### src/rtl/alu_pkg.sv
// Shared aluc encodings, FSM state type and op-class helpers for alu_seq.
package alu_pkg;

  localparam logic [3:0] ALU_ADD   = 4'b0000;
  localparam logic [3:0] ALU_SUB   = 4'b1000;
  localparam logic [3:0] ALU_AND   = 4'b0111;
  localparam logic [3:0] ALU_OR    = 4'b0110;
  localparam logic [3:0] ALU_XOR   = 4'b0100;
  localparam logic [3:0] ALU_LUI   = 4'b0010;
  localparam logic [3:0] ALU_SLL   = 4'b0001;
  localparam logic [3:0] ALU_SRL   = 4'b0101;
  localparam logic [3:0] ALU_SRA   = 4'b1101;
  localparam logic [3:0] ALU_MUL   = 4'b1010;
  localparam logic [3:0] ALU_MULHU = 4'b1011;
  localparam logic [3:0] ALU_DIVU  = 4'b1100;
  localparam logic [3:0] ALU_REMU  = 4'b1110;

  typedef enum logic [1:0] {
    ST_IDLE = 2'd0,
    ST_CALC = 2'd1,
    ST_DONE = 2'd2
  } state_t;

  function automatic logic is_iterative(input logic [3:0] aluc);
    return (aluc == ALU_MUL) || (aluc == ALU_MULHU) ||
           (aluc == ALU_DIVU) || (aluc == ALU_REMU);
  endfunction

  function automatic logic is_div(input logic [3:0] aluc);
    return (aluc == ALU_DIVU) || (aluc == ALU_REMU);
  endfunction

endpackage

### src/rtl/alu_seq_muldiv.sv
// Iterative unsigned multiply (shift-add) / divide (restoring), one bit per cycle.
// Latency WIDTH cycles after start; done/result are valid combinationally in the last cycle.
module alu_seq_muldiv
  import alu_pkg::*;
#(
  parameter int WIDTH = 32,
  parameter int SHW   = $clog2(WIDTH)
) (
  input  logic             clock,
  input  logic             resetn,
  input  logic             start,
  input  logic [3:0]       op,
  input  logic [WIDTH-1:0] a,
  input  logic [WIDTH-1:0] b,
  output logic             done,
  output logic [WIDTH-1:0] result
);

  logic             run;
  logic [SHW-1:0]   cnt;
  logic [3:0]       op_q;
  logic [WIDTH-1:0] hi, lo, opd;
  logic [WIDTH-1:0] hi_n, lo_n;
  logic [WIDTH:0]   sum, shifted;
  logic [WIDTH-1:0] diff;
  logic             ge;

  // hi/lo hold {product_hi, multiplier} for MUL and {remainder, dividend->quotient} for DIV
  always_comb begin
    sum     = {1'b0, hi} + (lo[0] ? {1'b0, opd} : '0);
    shifted = {hi, lo[WIDTH-1]};
    ge      = shifted >= {1'b0, opd};
    diff    = shifted[WIDTH-1:0] - opd;
    if (is_div(op_q)) begin
      hi_n = ge ? diff : shifted[WIDTH-1:0];
      lo_n = {lo[WIDTH-2:0], ge};
    end else begin
      hi_n = sum[WIDTH:1];
      lo_n = {sum[0], lo[WIDTH-1:1]};
    end
    result = ((op_q == ALU_MULHU) || (op_q == ALU_REMU)) ? hi_n : lo_n;
  end

  assign done = run && (cnt == SHW'(WIDTH - 1));

  always_ff @(posedge clock) begin
    if (!resetn) begin
      run  <= 1'b0;
      cnt  <= '0;
      op_q <= ALU_ADD;
      hi   <= '0;
      lo   <= '0;
      opd  <= '0;
    end else if (start) begin
      run  <= 1'b1;
      cnt  <= '0;
      op_q <= op;
      hi   <= '0;
      lo   <= is_div(op) ? a : b;
      opd  <= is_div(op) ? b : a;
    end else if (run) begin
      hi  <= hi_n;
      lo  <= lo_n;
      cnt <= cnt + 1'b1;
      if (done) run <= 1'b0;
    end
  end

endmodule

### src/rtl/alu_seq.sv
// Registered ALU with valid/ready handshake; single-cycle ops at T+1, mul/div at T+WIDTH+1.
// Result held in DONE until out_ready; in_ready follows out_ready there for back-to-back issue.
module alu_seq
  import alu_pkg::*;
#(
  parameter int WIDTH = 32,
  parameter int SHW   = $clog2(WIDTH)
) (
  input  logic             clock,
  input  logic             resetn,
  input  logic             in_valid,
  output logic             in_ready,
  input  logic [WIDTH-1:0] a,
  input  logic [WIDTH-1:0] b,
  input  logic [3:0]       aluc,
  output logic             out_valid,
  input  logic             out_ready,
  output logic [WIDTH-1:0] s,
  output logic             z,
  output logic             busy
);

  state_t           state, state_next;
  logic             accept;
  logic             md_start, md_done;
  logic [WIDTH-1:0] md_result;
  logic [WIDTH-1:0] alu_res;
  logic [SHW-1:0]   shamt;

  assign in_ready  = (state == ST_IDLE) || ((state == ST_DONE) && out_ready);
  assign out_valid = (state == ST_DONE);
  assign busy      = (state == ST_CALC);
  assign accept    = in_valid && in_ready;
  assign md_start  = accept && is_iterative(aluc);
  assign shamt     = b[SHW-1:0];

  always_comb begin
    alu_res = '0;
    case (aluc)
      ALU_ADD: alu_res = a + b;
      ALU_SUB: alu_res = a - b;
      ALU_AND: alu_res = a & b;
      ALU_OR:  alu_res = a | b;
      ALU_XOR: alu_res = a ^ b;
      ALU_LUI: alu_res = b;
      ALU_SLL: alu_res = a << shamt;
      ALU_SRL: alu_res = a >> shamt;
      ALU_SRA: alu_res = $unsigned($signed(a) >>> shamt);
      default: alu_res = '0;
    endcase
  end

  always_comb begin
    state_next = state;
    case (state)
      ST_IDLE: if (accept) state_next = is_iterative(aluc) ? ST_CALC : ST_DONE;
      ST_CALC: if (md_done) state_next = ST_DONE;
      ST_DONE: begin
        if (accept)         state_next = is_iterative(aluc) ? ST_CALC : ST_DONE;
        else if (out_ready) state_next = ST_IDLE;
      end
      default: state_next = ST_IDLE;
    endcase
  end

  always_ff @(posedge clock) begin
    if (!resetn) begin
      state <= ST_IDLE;
      s     <= '0;
      z     <= 1'b0;
    end else begin
      state <= state_next;
      if (accept && !is_iterative(aluc)) begin
        s <= alu_res;
        z <= (alu_res == '0);
      end else if ((state == ST_CALC) && md_done) begin
        s <= md_result;
        z <= (md_result == '0);
      end
    end
  end

  alu_seq_muldiv #(.WIDTH(WIDTH), .SHW(SHW)) u_muldiv (
    .clock  (clock),
    .resetn (resetn),
    .start  (md_start),
    .op     (aluc),
    .a      (a),
    .b      (b),
    .done   (md_done),
    .result (md_result)
  );

endmodule

### config.mk
export PLATFORM = sky130hd
export DESIGN_NAME = alu_seq
export DESIGN_NICKNAME = d
export VERILOG_FILES = /design/src/rtl/alu_pkg.sv /design/src/rtl/alu_seq_muldiv.sv /design/src/rtl/alu_seq.sv
export SDC_FILE = /design/constraint.sdc
export NUM_CORES = 1
export LEC_CHECK = 0
export BUFFER_PORTS_ARGS = -buffer_cell sky130_fd_sc_hd__buf_2
export CAP_MARGIN = 20
export CORE_UTILIZATION = 45
export CTS_BUF_LIST = sky130_fd_sc_hd__clkbuf_4
export CTS_CLUSTER_DIAMETER = 60
export CTS_CLUSTER_SIZE = 24
export DETAILED_ROUTE_END_ITERATION = 12
export PLACE_DENSITY_LB_ADDON = 0.2
export SYNTH_ARGS = -nofsm -noshare
export SYNTH_HDL_FRONTEND = slang
export SYNTH_SLANG_ARGS = --single-unit
### constraint.sdc
create_clock -name clock -period 6.46 [get_ports clock]
set_input_delay 0.969 -clock clock [delete_from_list [all_inputs] [get_ports clock]]
set_output_delay 0.969 -clock clock [all_outputs]
set_load 0.02 [all_outputs]
Yosys cells after proc, flatten, opt, wreduce, memory -nomap -nowiden
Cells that the tools add are included.
Storage, ports and cells
  bits in registers: 141
  bits of input ports: 72
  output and inout port bits: 36
  word-level logic and storage cells: 88
Cells by class
  $add $sub $neg: 5
  $lt $le $gt $ge: 1
  equality and inequality tests: 21
  shift operators: 3
  muxes and demuxes: 23
  bitwise gates (word level): 4
  reductions and logical operators: 22
Operator list (count)
  two-way mux 32 bit: 11
  one-hot mux 32 bit (9 select lines): 1
  zero test 32 bit: 2
  subtractor 32 bit: 2
  == test 4 bit, second input constant: 9
  adder 32 x 33 -> 33 bit: 1
  >= comparator 33 x 32 -> 1 bit: 1
  adder 32 bit: 1
  AND 32 bit: 1
  OR 32 bit: 1
  left shift 32 x 5 -> 32 bit: 1
  >> shifter 32 x 5 -> 32 bit: 1
  >>> shifter 32 x 5 -> 32 bit: 1
  XOR 32 bit: 1
  == test 4 x 3 -> 1 bit, second input constant: 4
  two-way mux 2 bit: 5
  logical OR 1 bit: 7
  logical AND 1 bit: 6
  one-hot mux 2 bit (3 select lines): 1
  adder 5 x 1 -> 5 bit, second input constant: 1
  == test 5 bit, second input constant: 1
  two-way mux 1 bit: 5
  == test 4 x 1 -> 1 bit, second input constant: 1
  == test 4 x 2 -> 1 bit, second input constant: 1
  other kinds (12): 13

Depth between registers and ports, before layout
  word-level depth: 7
  depth in mapped cells: 25
  depth with buffers taken out: 21

Modules after synthesis
Synthesis repeated with hierarchy kept, for this count alone.
Second synthesis, totals
  cells, all modules: 2825
  area total of the unflattened synthesis: 20721.1 um2
By module, submodules not included
  alu_seq: times used 1, cells each 1510, area each 10786.6 um2, seq. area each 700.7 um2
  alu_seq_muldiv: times used 1, cells each 1315, area each 9934.5 um2, seq. area each 2122.0 um2

Worst setup path before layout
OpenSTA, ideal clock, no wires.
  path kind: input to register
  start: input port aluc[0]
  end: register z
  setup time: 0.060 ns
  arrival time: 5.796 ns
  data required time: 6.400 ns
  slack: 0.604 ns
  cell stages on the path: 22
  path buffers: 6
  cells stage by stage: clkbuf_1 clkbuf_1 nor3_1 clkbuf_1 buf_1 and2_1 clkbuf_1 nor2_1 xnor2_1 ha_1 clkbuf_1 nand4_1 a2111oi_1 o31a_1 nor3_1 or4_1 nor4b_1 nand4_1 nor4_1 nand4_1 nor4bb_1 a311o_1
On the way
  word-level cells in the longest chain between the ends: 7
  elaborated cells between the ends (all ways): 22
  those cells by class: 12 x eq/ne; 2 x mux; 8 x reduce/logical
Ends and longest elaborated chain
  from (decl): RTL line alu_seq.sv:15  | input logic [3:0] aluc,
  parallel branches: the longest is 7 deep, another holds one-hot mux 32 bit (9 select lines)
  to (signal assigned): RTL line alu_seq.sv:75  | z <= (alu_res == '0);
  to (signal assigned): RTL line alu_seq.sv:78  | z <= (md_result == '0);
  to (decl): RTL line alu_seq.sv:19  | output logic z,
Several ways; the timed one is not identified.
A chain may end at the register's enable or synchronous reset.

Worst setup path in the final report
  start: input port b[7]
  end: register z
On the way
  word-level cells in the longest chain between the ends: 4
  elaborated cells between the ends (all ways): 8
  those cells by class: 2 x add/sub; 2 x mux; 3 x bitwise; 1 x reduce/logical
Ends and longest elaborated chain
  from (decl): RTL line alu_seq.sv:14  | input logic [WIDTH-1:0] b,
  subtractor 32 bit, or another cell as far along: RTL line alu_seq.sv:41  | ALU_SUB: alu_res = a - b;
  one-hot mux 32 bit (9 select lines) (*): RTL line alu_seq.sv:39  | case (aluc)
  zero test 32 bit (*): RTL line alu_seq.sv:75
  two-way mux 1 bit (*): RTL line alu_seq.sv:73  | if (accept && !is_iterative(aluc)) begin
Mark *: on every way between the ends. The rest lies on a longest branch, timed or not.

==> flow_summary_export.csv <==
group,metric,value,unit
placement,gp_congestion,1.00,
route,routed_wl,98800,µm
critical_path,critPathCapture,"z",
route,routed_via_density,6.75,
cells_and_area,num-fill-cells,4675,
clock_tree,clkTransAtPathRegs,0.14,ns
floorplan,die_h,216,µm
power_and_ir_drop,pwr_density_cell,167,mW/mm²
clock_tree,cts-resized-gates,0,
timing,timing.final.crit_share,89.4,%
floorplan,ios,108,
timing,max_freq,173,MHz
clock_tree,cts_setup_buffers,0,
floorplan,initial_core_util,45.6,%
critical_path,crit_required,6.99,ns
critical_path,worst_r2r_path_depth,17,
route,ant_nets,0,
timing,fin_tns_setup,0,ns
floorplan,die-area,0.0468,mm²
synthesis,yosysTopAreaCell,"dfxtp_1",
synthesis,syn_avg_cell_area,7.20,µm²
synthesis,synth_area,0.0207,mm²
placement,numPortBuffers,107,
cells_and_area,drive_above_1_share,12.2,%
critical_path,r2r_start,"u_muldiv.lo[0]",
cells_and_area,layout.nets,3099,
critical_path,r2r_setup_slack,1.33,ns
floorplan,die_w,216,µm
synthesis,synth-edff-count,0,
timing,setup_viol,0,
synthesis,ys_warn_count,0,
clock_tree,root_buffer,"clkbuf_4",
synthesis,synth-seq-cells,141,
synthesis,synth-main-ff-cell,"dfxtp_1",
route,drt-initial-drc-count,3022,
route,drcViolationCount,0,
critical_path,slowest_stage,"a2111oi_1",
synthesis,async_flop_share,0,%
critical_path,cp-end-kind,"flip-flop",
timing,final_hold_viol_count,0,
global_route,grt_pass1_wl,145000,µm
route,wl_per_cell,28.4,µm
clock_tree,htreeDepth,4,
clock_tree,cts_tree,"yes",
timing,worst_slack,0.683,ns
timing,worstMarginPinSlew,1.14,ns
power_and_ir_drop,p_leak,9.71,nW
clock_tree,cts_made_buffers,17,
timing,slew_headroom,23.4,%
timing,skew,0.0289,ns
global_route,antenna_found_initial,3,
critical_path,crit_path_max_incr_delay,0.70,ns
clock_tree,clock_latency,0.63,ns
critical_path,crit_start,"b[7]",
synthesis,synth.area.top_cells,"dfxtp_1, ha_1, nand2_1, mux4_2, a21oi_1",
critical_path,path_cells,"buf_2 -> inv_1 -> nand4_1 -> or3_1 -> or4_1 -> o21ai_0 -> xnor2_1 -> ha_1 -> nand4_1 -> a2111oi_1 -> o311ai_1 -> buf_4 -> a21boi_1 -> o41ai_2 -> buf_4 -> o41ai_1 -> xnor2_1 -> o21ai_1 -> nor4bb_1 -> a311o_1",
timing,drv_slew,0,
floorplan,rows,78,
global_route,grt_max_degree,87,
clock_tree,cts_hold_buf,0,
synthesis,synth_nets,3108,
timing,rsz0062_at_grt,"no",
floorplan,core-area,0.0453,mm²
synthesis,seq_area_frac_synth,13.7,%
route,vias,23500,
hold_path,hp-class,"flip-flop to flip-flop",
global_route,grt_pass1_vias,21900,
placement,dp_slack,0.179,ns
synthesis,ys_types,106,
status,status,"finished clean",
route,first_pass_iters,6,
timing,period_needed,5.78,ns
global_route,overflow,0,
clock_tree,cts_max_path_buffers,2,
cells_and_area,final_cell_mix,"nand2_1, nor2_1, a21oi_1, o21ai_0, ha_1",
power_and_ir_drop,ir_drop,0.000201,V
synthesis,synth_top_area_share,13.7,%
synthesis,synth_cells,2870,
critical_path,critPathKind,"input port to flip-flop",
critical_path,cp.arrival,6.31,ns
cells_and_area,syn_to_final_growth,6.71,%
placement,place_hpwl,76300,µm
clock_tree,clkSinkCount,141,
critical_path,startpoint_type,"input port",
run,drv_cap,0,
cells_and_area,layout_commonest_cell,"nand2_1",
critical_path,cp_max_fo,6,
critical_path,worst_r2r_endpoint,"z",
global_route,grt_usage,41.2,%
==> synthesized netlist by cell type (19+ instances only) <==
master	number
clkbuf_1	153
a221oi_1	29
o211ai_1	108
mux2i_1	68
buf_1	25
mux4_2	52
nand2b_1	19
nor2_1	246
and3_1	43
nor2b_1	36
buf_2	25
a21boi_0	21
o211a_1	46
and2_1	49
xor2_1	33
nand2_1	410
a22oi_1	27
o21ai_0	163
xnor2_1	63
nand4_1	28
o221ai_1	19
a21o_1	35
a211oi_1	47
a21oi_1	209
o22ai_1	20
ha_1	163
nand3_1	76
dfxtp_1	141
nor3_1	54
inv_1	132
a31oi_1	20
==> through the flow <==
stage	hold WS [ns]	power [mW]	area [µm²]	util [%]	cells
2_1_floorplan	0.453	2.27	20700	-	2870
3_3_place_gp	0.474	2.93	21700	47.9	3442
3_5_place_dp	0.488	2.94	21700	47.9	3442
4_1_cts	0.508	3.63	22000	48.7	3474
5_1_grt	0.535	3.84	22000	48.7	3475
6_report	0.515	3.68	22000	48.7	3477
==> sequential cells by signal (all words and copies together), names as in the netlist <==
register and count:
state 2, u_muldiv.run 1, s 32, z 1, u_muldiv.hi 32, u_muldiv.op_q 4, u_muldiv.lo 32, u_muldiv.cnt 5
u_muldiv.opd 32
==> cell type report <==
cell class	count	area, µm²	area share (%)
Clock buffer	17	128	0.579
Multi-Input combinational cell	2375	16400	74.5
Inverter	133	499	2.26
Sequential cell	141	2830	12.8
Tap cell	600	751	3.41
Timing Repair Buffer	193	1220	5.54
Antenna cell	3	7.51	0.0341
Clock inverter	15	198	0.897
==> cells by family after synthesis <==
kind of cell,after synthesis,synth area share (%)
xor+xnor,96,4.07
fa+ha+maj,166,10.2
simple gates,1042,23.6
buf+inv,354,7.08
mux,139,10.0
compound gates,932,31.4
flops,141,13.7
==> per-layer routing <==
layer | track usage (%) | vias to the layer above | share of wire (%)
li1 | - | 10600 | -
met1 | 55.0 | 11300 | 42
met2 | 65.3 | 1300 | 44
met3 | 5.71 | 234 | 8.5
met4 | 19.4 | 2 | 5.0
met5 | 0 | - | 0.015
==> worst max-delay path, delay by kind of cell <==
family | cells | cell delay, ns
AOI/OAI and AO/OA | 8 | 2.67
and+or+nand+nor | 5 | 1.45
xor gates and xnor gates | 2 | 0.24
buffers and inverters | 4 | 0.64
adders and majority gates | 1 | 0.30
==> worst min-delay path by stage <==
| stage | start | slack (ns) | to | depth (start not counted) |
|---|---|---|---|---|
| after global placement | s[23] | 0.47 | s[23] | 2 |
| after global routing | u_muldiv.hi[21] | 0.53 | u_muldiv.hi[21] | 2 |
| after floorplan | u_muldiv.op_q[1] | 0.45 | u_muldiv.op_q[1] | 2 |
| final | s[23] | 0.51 | s[23] | 2 |
| after CTS | s[23] | 0.51 | s[23] | 2 |
| after detailed placement | s[23] | 0.49 | s[23] | 2 |
==> power by group <==
group / total (mW) / internal, mW / leakage [nW] / switching (mW)
Clock: 0.685 / 0.282 / 0.169 / 0.402
Sequential: 0.993 / 0.924 / 1.15 / 0.0694
Combinational: 2.01 / 0.696 / 8.40 / 1.31
Power figures use the tool's default switching activity.
